**src/rtl/sync_filter_bus.sv**
```systemverilog
// -----------------------------------------------------------------------------
// sync_filter_bus
//
// Brings a bus of independent asynchronous status lines (PHY / OOB / link pins)
// into the clk domain. Each bit goes through its own multi-flop synchroniser,
// then a stability filter: a new level is only accepted once the synchronised
// value has disagreed with the current output for C_FILT_CNT consecutive
// cycles. Every accepted change produces a one-cycle rise or fall pulse.
//
// Bits are fully independent; no coherency is implied between them. Bits that
// change together may resolve in different cycles.
//
// Parameters
//   C_WIDTH     number of independent input bits (1..32)
//   C_STAGES    synchroniser flops per bit (>=2)
//   C_FILT_CNT  consecutive stable synced cycles to accept a new level
//               (>=1; 1 disables filtering)
//   C_RST_VAL   reset value of the synchroniser flops and of sync_out
//
// Ports
//   clk         sole clock
//   rst         synchronous reset, active high
//   async_in    asynchronous inputs, any timing
//   sync_out    filtered, synchronised level
//   rise_pulse  one-cycle pulse per bit when sync_out goes 0->1
//   fall_pulse  one-cycle pulse per bit when sync_out goes 1->0
//   changed     OR of all rise/fall pulses, same cycle
//   glitch_clr  clears glitch_cnt on the next edge (wins over an increment)
//   glitch_cnt  saturating count of cycles in which at least one bit rejected
//               a glitch
//
// Build option
//   SYNC_FILTER_GLITCH_CNT_EN  when defined, the glitch counter is built.
//   When undefined, glitch_cnt is tied to 8'h00 and glitch_clr is ignored;
//   both ports stay present so the interface does not change.
// -----------------------------------------------------------------------------
module sync_filter_bus #(
  parameter int                 C_WIDTH    = 4,
  parameter int                 C_STAGES   = 2,
  parameter int                 C_FILT_CNT = 4,
  parameter logic [C_WIDTH-1:0] C_RST_VAL  = '0
) (
  input  logic               clk,
  input  logic               rst,
  input  logic [C_WIDTH-1:0] async_in,
  output logic [C_WIDTH-1:0] sync_out,
  output logic [C_WIDTH-1:0] rise_pulse,
  output logic [C_WIDTH-1:0] fall_pulse,
  output logic               changed,
  input  logic               glitch_clr,
  output logic [7:0]         glitch_cnt
);

  // Counter only ever needs to reach C_FILT_CNT-1; one spare code keeps the
  // width well-defined for C_FILT_CNT=1.
  localparam int              CNT_W    = $clog2(C_FILT_CNT + 1);
  localparam logic [CNT_W-1:0] CNT_LAST = CNT_W'(C_FILT_CNT - 1);

  // ---------------------------------------------------------------------------
  // Stage p0: synchroniser chain (index 0 samples the pin)
  // ---------------------------------------------------------------------------
  (* ASYNC_REG = "TRUE" *) logic [C_WIDTH-1:0] syncChain_p0 [C_STAGES];

  always_ff @(posedge clk) begin
    if (rst) begin
      for (int k = 0; k < C_STAGES; k++) begin
        syncChain_p0[k] <= C_RST_VAL;
      end
    end else begin
      syncChain_p0[0] <= async_in;
      for (int k = 1; k < C_STAGES; k++) begin
        syncChain_p0[k] <= syncChain_p0[k-1];
      end
    end
  end

  logic [C_WIDTH-1:0] syncLvl;
  assign syncLvl = syncChain_p0[C_STAGES-1];

  // ---------------------------------------------------------------------------
  // Stage p1: per-bit stability filter and edge pulses
  // ---------------------------------------------------------------------------
  logic [C_WIDTH-1:0][CNT_W-1:0] filtCnt_p1;
  logic [C_WIDTH-1:0][CNT_W-1:0] cntNext;
  logic [C_WIDTH-1:0]            level_p1;
  logic [C_WIDTH-1:0]            levelNext;
  logic [C_WIDTH-1:0]            risePulse_p1;
  logic [C_WIDTH-1:0]            fallPulse_p1;
  logic                          changed_p1;
  logic [C_WIDTH-1:0]            riseNext;
  logic [C_WIDTH-1:0]            fallNext;
  logic [C_WIDTH-1:0]            rejectBits;

  // The counter tracks how many consecutive cycles the synced value has
  // disagreed with the accepted level. Returning to the accepted level with a
  // non-zero count means a transition was seen but not held long enough.
  always_comb begin
    cntNext    = filtCnt_p1;
    levelNext  = level_p1;
    riseNext   = '0;
    fallNext   = '0;
    rejectBits = '0;
    for (int i = 0; i < C_WIDTH; i++) begin
      if (syncLvl[i] == level_p1[i]) begin
        cntNext[i]    = '0;
        rejectBits[i] = (filtCnt_p1[i] != '0);
      end else if (filtCnt_p1[i] == CNT_LAST) begin
        cntNext[i]   = '0;
        levelNext[i] = syncLvl[i];
        riseNext[i]  = syncLvl[i];
        fallNext[i]  = ~syncLvl[i];
      end else begin
        cntNext[i] = filtCnt_p1[i] + CNT_W'(1);
      end
    end
  end

  // Pulses are registered together with the level so they line up with the
  // cycle in which sync_out changes.
  always_ff @(posedge clk) begin
    if (rst) begin
      filtCnt_p1   <= '0;
      level_p1     <= C_RST_VAL;
      risePulse_p1 <= '0;
      fallPulse_p1 <= '0;
      changed_p1   <= 1'b0;
    end else begin
      filtCnt_p1   <= cntNext;
      level_p1     <= levelNext;
      risePulse_p1 <= riseNext;
      fallPulse_p1 <= fallNext;
      changed_p1   <= |(riseNext | fallNext);
    end
  end

  assign sync_out   = level_p1;
  assign rise_pulse = risePulse_p1;
  assign fall_pulse = fallPulse_p1;
  assign changed    = changed_p1;

  // ---------------------------------------------------------------------------
  // Stage p1: glitch statistics
  // ---------------------------------------------------------------------------
`ifdef SYNC_FILTER_GLITCH_CNT_EN
  function automatic logic [7:0] satInc8(input logic [7:0] val);
    return (val == 8'hFF) ? val : val + 8'd1;
  endfunction

  logic [7:0] glitchCnt_p1;

  // One increment per cycle regardless of how many bits rejected at once.
  always_ff @(posedge clk) begin
    if (rst) begin
      glitchCnt_p1 <= 8'h00;
    end else if (glitch_clr) begin
      glitchCnt_p1 <= 8'h00;
    end else if (|rejectBits) begin
      glitchCnt_p1 <= satInc8(glitchCnt_p1);
    end
  end

  assign glitch_cnt = glitchCnt_p1;
`else
  logic unusedGlitch;
  assign unusedGlitch = glitch_clr ^ (|rejectBits);
  assign glitch_cnt   = 8'h00;
`endif

endmodule

```
**config.mk**
```make
export PLATFORM = sky130hd
export DESIGN_NAME = sync_filter_bus
export DESIGN_NICKNAME = d
export VERILOG_FILES = /design/src/rtl/sync_filter_bus.sv
export SDC_FILE = /design/constraint.sdc
export NUM_CORES = 1
export LEC_CHECK = 0
export CORE_MARGIN = 1.5
export CORE_UTILIZATION = 59
export CTS_CLUSTER_SIZE = 10
export DETAILED_ROUTE_END_ITERATION = 16
export DONT_BUFFER_PORTS = 1
export PLACE_DENSITY = 0.82
export RECOVER_POWER = 50
export SLEW_MARGIN = 15
export SYNTH_ARGS = -nofsm -noshare
export SYNTH_HDL_FRONTEND = slang
export SYNTH_SLANG_ARGS = --single-unit
```
**constraint.sdc**
```tcl
create_clock -name clk -period 1.35 [get_ports clk]
set_input_delay 0.27 -clock clk [delete_from_list [all_inputs] [get_ports clk]]
set_output_delay 0.27 -clock clk [all_outputs]
set_load 0.02 [all_outputs]
```
==> implementation parameters <==
Parameter                              Value

Outcome
  Outcome    finished clean

Routing
  Count of routing violations after the opening detailed-route iteration    8
  Wire length reported by the detailed router    between 1.5 and 2 mm
  Routed via count divided by cell count    a little under 5
  Routed vias    around 720
  Residual antenna-violating net count after detailed routing    0
  Pre-antenna DRT Iters    4
  Routed len/inst    11.7 um
  Number of remaining DRC errors    0

Layout
  N_diodes    0
  Layout Utilization    67.3%
  Fraction of final layout cells sized beyond drive strength 1    around a quarter
  Most frequent cells in the layout    32 x sky130_fd_sc_hd__dfxtp_1, 12 x sky130_fd_sc_hd__inv_1, 12 x sky130_fd_sc_hd__nor2_2
  Most common cell after layout, fill and taps aside    sky130_fd_sc_hd__dfxtp_1
  Area delta synth->final    7.32%
  # nets final    135
  Total non-filler cell area in the finished layout    0.00132 mm^2
  Filler cell count    180

Power
  Leakage power summed over all cells    slightly below 0.5 nW
  Sequential power share    62.8%
  Areal power density over the cells    between 1000 and 1500 mW/mm^2
  Worst ir drop on vdd    around 0.90 mV
  NetSw    0.000335 W
  Power share of the clock group    33.6%
  Share of total power in combinational logic    around 3.6%
  Switching fraction of total power    between 20% and 30%
  Cell-internal power    0.00125 W

GRT
  GR Overflow Total    0
  Overall routing resource usage    ~17%
  Vias in the first global route    approximately 710
  Maximum number of pins on one net before global-route repair    16
  First-pass GRT wire length    2.99 mm
  Initial antenna violation count    0

STA
  Fmax    between 700 and 800 MHz
  Worst clock skew    0.00370 ns
  Unrepaired setup endpoints after global routing    no
  Final setup violation count    0
  Number of pins with negative max-slew slack in the final report    0
  Final hold violation count    0
  Setup TNS after final layout    0 ns
  Time the worst path needs with I/O delays and setup    1.30 ns
  Post-route clock period utilization    ~96%

Clock tree
  CTS clk-pin slew, worst paths    approximately 0.080 ns
  Longest Clk Path Bufs    2
  Cell at the root of the clock tree    sky130_fd_sc_hd__clkbuf_4
  Clock latency of the later-clocked register in the worst-skew pair    approximately 0.32 ns
  Number of buffers created by CTS    5
  TritonCTS clock tree    built
  Total clock sinks    33
  Post-CTS setup buffer count    0
  Number of levels in the clock H-tree    2

Floorplanning
  Floorplan die width    slightly below 50 um
  Full die area    around 0.0024 mm^2
  Starting density of the core    a little over three fifths
  Core region area    between 0.0015 and 0.002 mm^2
  Number of top-level pins    28
  Standard-cell row count    16
  Vert. Die Dim    48.7 um

Critical path
  Data arrival time of the critical path    approximately 1.6 ns
  Startpoint type of the worst setup path    flip-flop
  Top fanout value on the critical path    3
  Worst setup path category    reg2reg
  Reg-to-reg setup timing slack    0.05 ns
  Worst endpoint required time    about 1.6 ns
  Kind of end point of the critical path    flip-flop

Run
  Number of max-cap violations    0

Yosys
  Syn. warnings    0
  Sequential area share after synthesis    between 50% and 60%
  Combinational family with the most area after synthesis    simple AND/OR/NAND/NOR gates
  Share of the synthesized area in compound gates (AO/OA/AOI/OAI)    between 1.5 and 2%
  Number of synthesized register bits    33
  Synthesized area per cell    between 10 and 15 um^2
  Post-Syn Area    ~0.0012 mm^2
  Post-synthesis adder-cell area fraction    8.13%
  Post-Synth XOR/XNOR Area    2.85%
  Simple-gate share of the synthesized area    20.7%
  Post-Syn Instances    between 100 and 150
  Multiplexer share of the synthesized area    under 10%
  Count of distinct cell types in the synthesized netlist    16

Hold path
  Hold Crit Class    in2reg

Placed design
  Number of buffers added on ports    0
  Post-DP HPWL    around 1.1 mm
  Placed inst area    ~0.0013 mm^2
  Final Wtd Congestion    ~0.77
-- layer usage --
metal / global-route usage (%) / vias up / part of all wire [%]
met3: 6.48 / 5 / 6.9
met2: 29.5 / 23 / 49
met1: 17.7 / 336 / 41
met4: 11.4 / 0 / 2.4
met5: 0 / - / 0
li1: - / 359 / -
-- layout make-up --
type	count	area, um^2	area share (%)
Multi-Input combinational cell	63	490	37.1
Inverter	12	45.0	3.41
Clock buffer	7	55.1	4.17
Tap cell	27	33.8	2.56
Sequential cell	33	662	50.1
Timing Repair Buffer	5	35.0	2.65
-- cells by family after synthesis --
| family | after synthesis |
|---|---|
| AO/OA/AOI/OAI | 3 |
| AND/OR/NAND/NOR | 36 |
| XOR/XNOR | 4 |
| other | 1 |
| multiplexers | 4 |
| buffers and inverters | 22 |
| adder cells (fa/ha/maj) | 8 |
| flip-flops | 33 |
-- flip-flops by register name, summed over array words and instances (netlist names) --
signal	count
fall_pulse	4
rise_pulse	4
changed	1
sync_out	4
syncChain_p0	8
filtCnt_p1	12
-- path summary, 6_finish.rpt --
kind                            cells after the start                      from                        to
worst max-delay path                                4  filtCnt_p1[0]$_SDFF_PP0_  filtCnt_p1[0]$_SDFF_PP0_
worst min-delay path                                1                       rst  sync_out[0]$_SDFFE_PP0P_
worst min register to register                      1  filtCnt_p1[0]$_SDFF_PP0_  filtCnt_p1[0]$_SDFF_PP0_
worst max register to register                      4  filtCnt_p1[0]$_SDFF_PP0_  filtCnt_p1[0]$_SDFF_PP0_
-- stage by stage --
step                      setup WS (ns)  instances  total power, W  hold slack (ns)
final                            0.0534        147         0.00159           0.0111
after global routing            0.00857        147         0.00165          0.00198
after CTS                        0.0201        147         0.00161         0.000212
after detailed placement         0.0412        139         0.00107            0.347
after global placement           0.0799        139         0.00107            0.344
after floorplan                   0.113        118         0.00109            0.342
-- power groups by stage --
stage,combinational (W),clock (W),sequential [W]
final,0.0000569,0.000534,0.000997
after global routing,0.0000625,0.000590,0.00100
after CTS,0.0000572,0.000557,0.000997
after detailed placement,0.0000492,0,0.00102
after global placement,0.0000478,0,0.00102
after floorplan,0.0000710,0,0.00102
-- Yosys cell counts --
| master | count | area (um^2) |
|---|---|---|
| sky130_fd_sc_hd__buf_2 | 1 | 5.00 |
| sky130_fd_sc_hd__buf_4 | 8 | 60.1 |
| sky130_fd_sc_hd__clkbuf_1 | 1 | 3.75 |
| sky130_fd_sc_hd__conb_1 | 1 | 3.75 |
| sky130_fd_sc_hd__dfxtp_1 | 33 | 661 |
| sky130_fd_sc_hd__ha_1 | 8 | 100 |
| sky130_fd_sc_hd__inv_1 | 12 | 45.0 |
| sky130_fd_sc_hd__mux2i_1 | 4 | 40.0 |
| sky130_fd_sc_hd__nor2_1 | 4 | 15.0 |
| sky130_fd_sc_hd__nor2_2 | 12 | 75.1 |
| sky130_fd_sc_hd__nor2b_1 | 8 | 50.1 |
| sky130_fd_sc_hd__nor4b_1 | 8 | 70.1 |
| sky130_fd_sc_hd__o21ba_2 | 1 | 10.0 |
| sky130_fd_sc_hd__o22ai_1 | 2 | 12.5 |
| sky130_fd_sc_hd__or3_4 | 4 | 45.0 |
| sky130_fd_sc_hd__xnor2_1 | 4 | 35.0 |
-- worst max-delay path: stages, from the launching register on --
cell and delay, ns:
sky130_fd_sc_hd__dfxtp_2 0.34, sky130_fd_sc_hd__ha_1 0.22, sky130_fd_sc_hd__ha_2 0.20, sky130_fd_sc_hd__or3_4 0.39, sky130_fd_sc_hd__nor2_2 0.08
-- what timing repair did --
item,in CTS,in global routing
pin swaps,0,2
hold buffers,1,0
resized for setup,1,4
hold endpoints to repair,11,0
setup endpoints to repair,2,10
gates cloned,0,0
No activity file was read; power rests on OpenSTA's default activity.
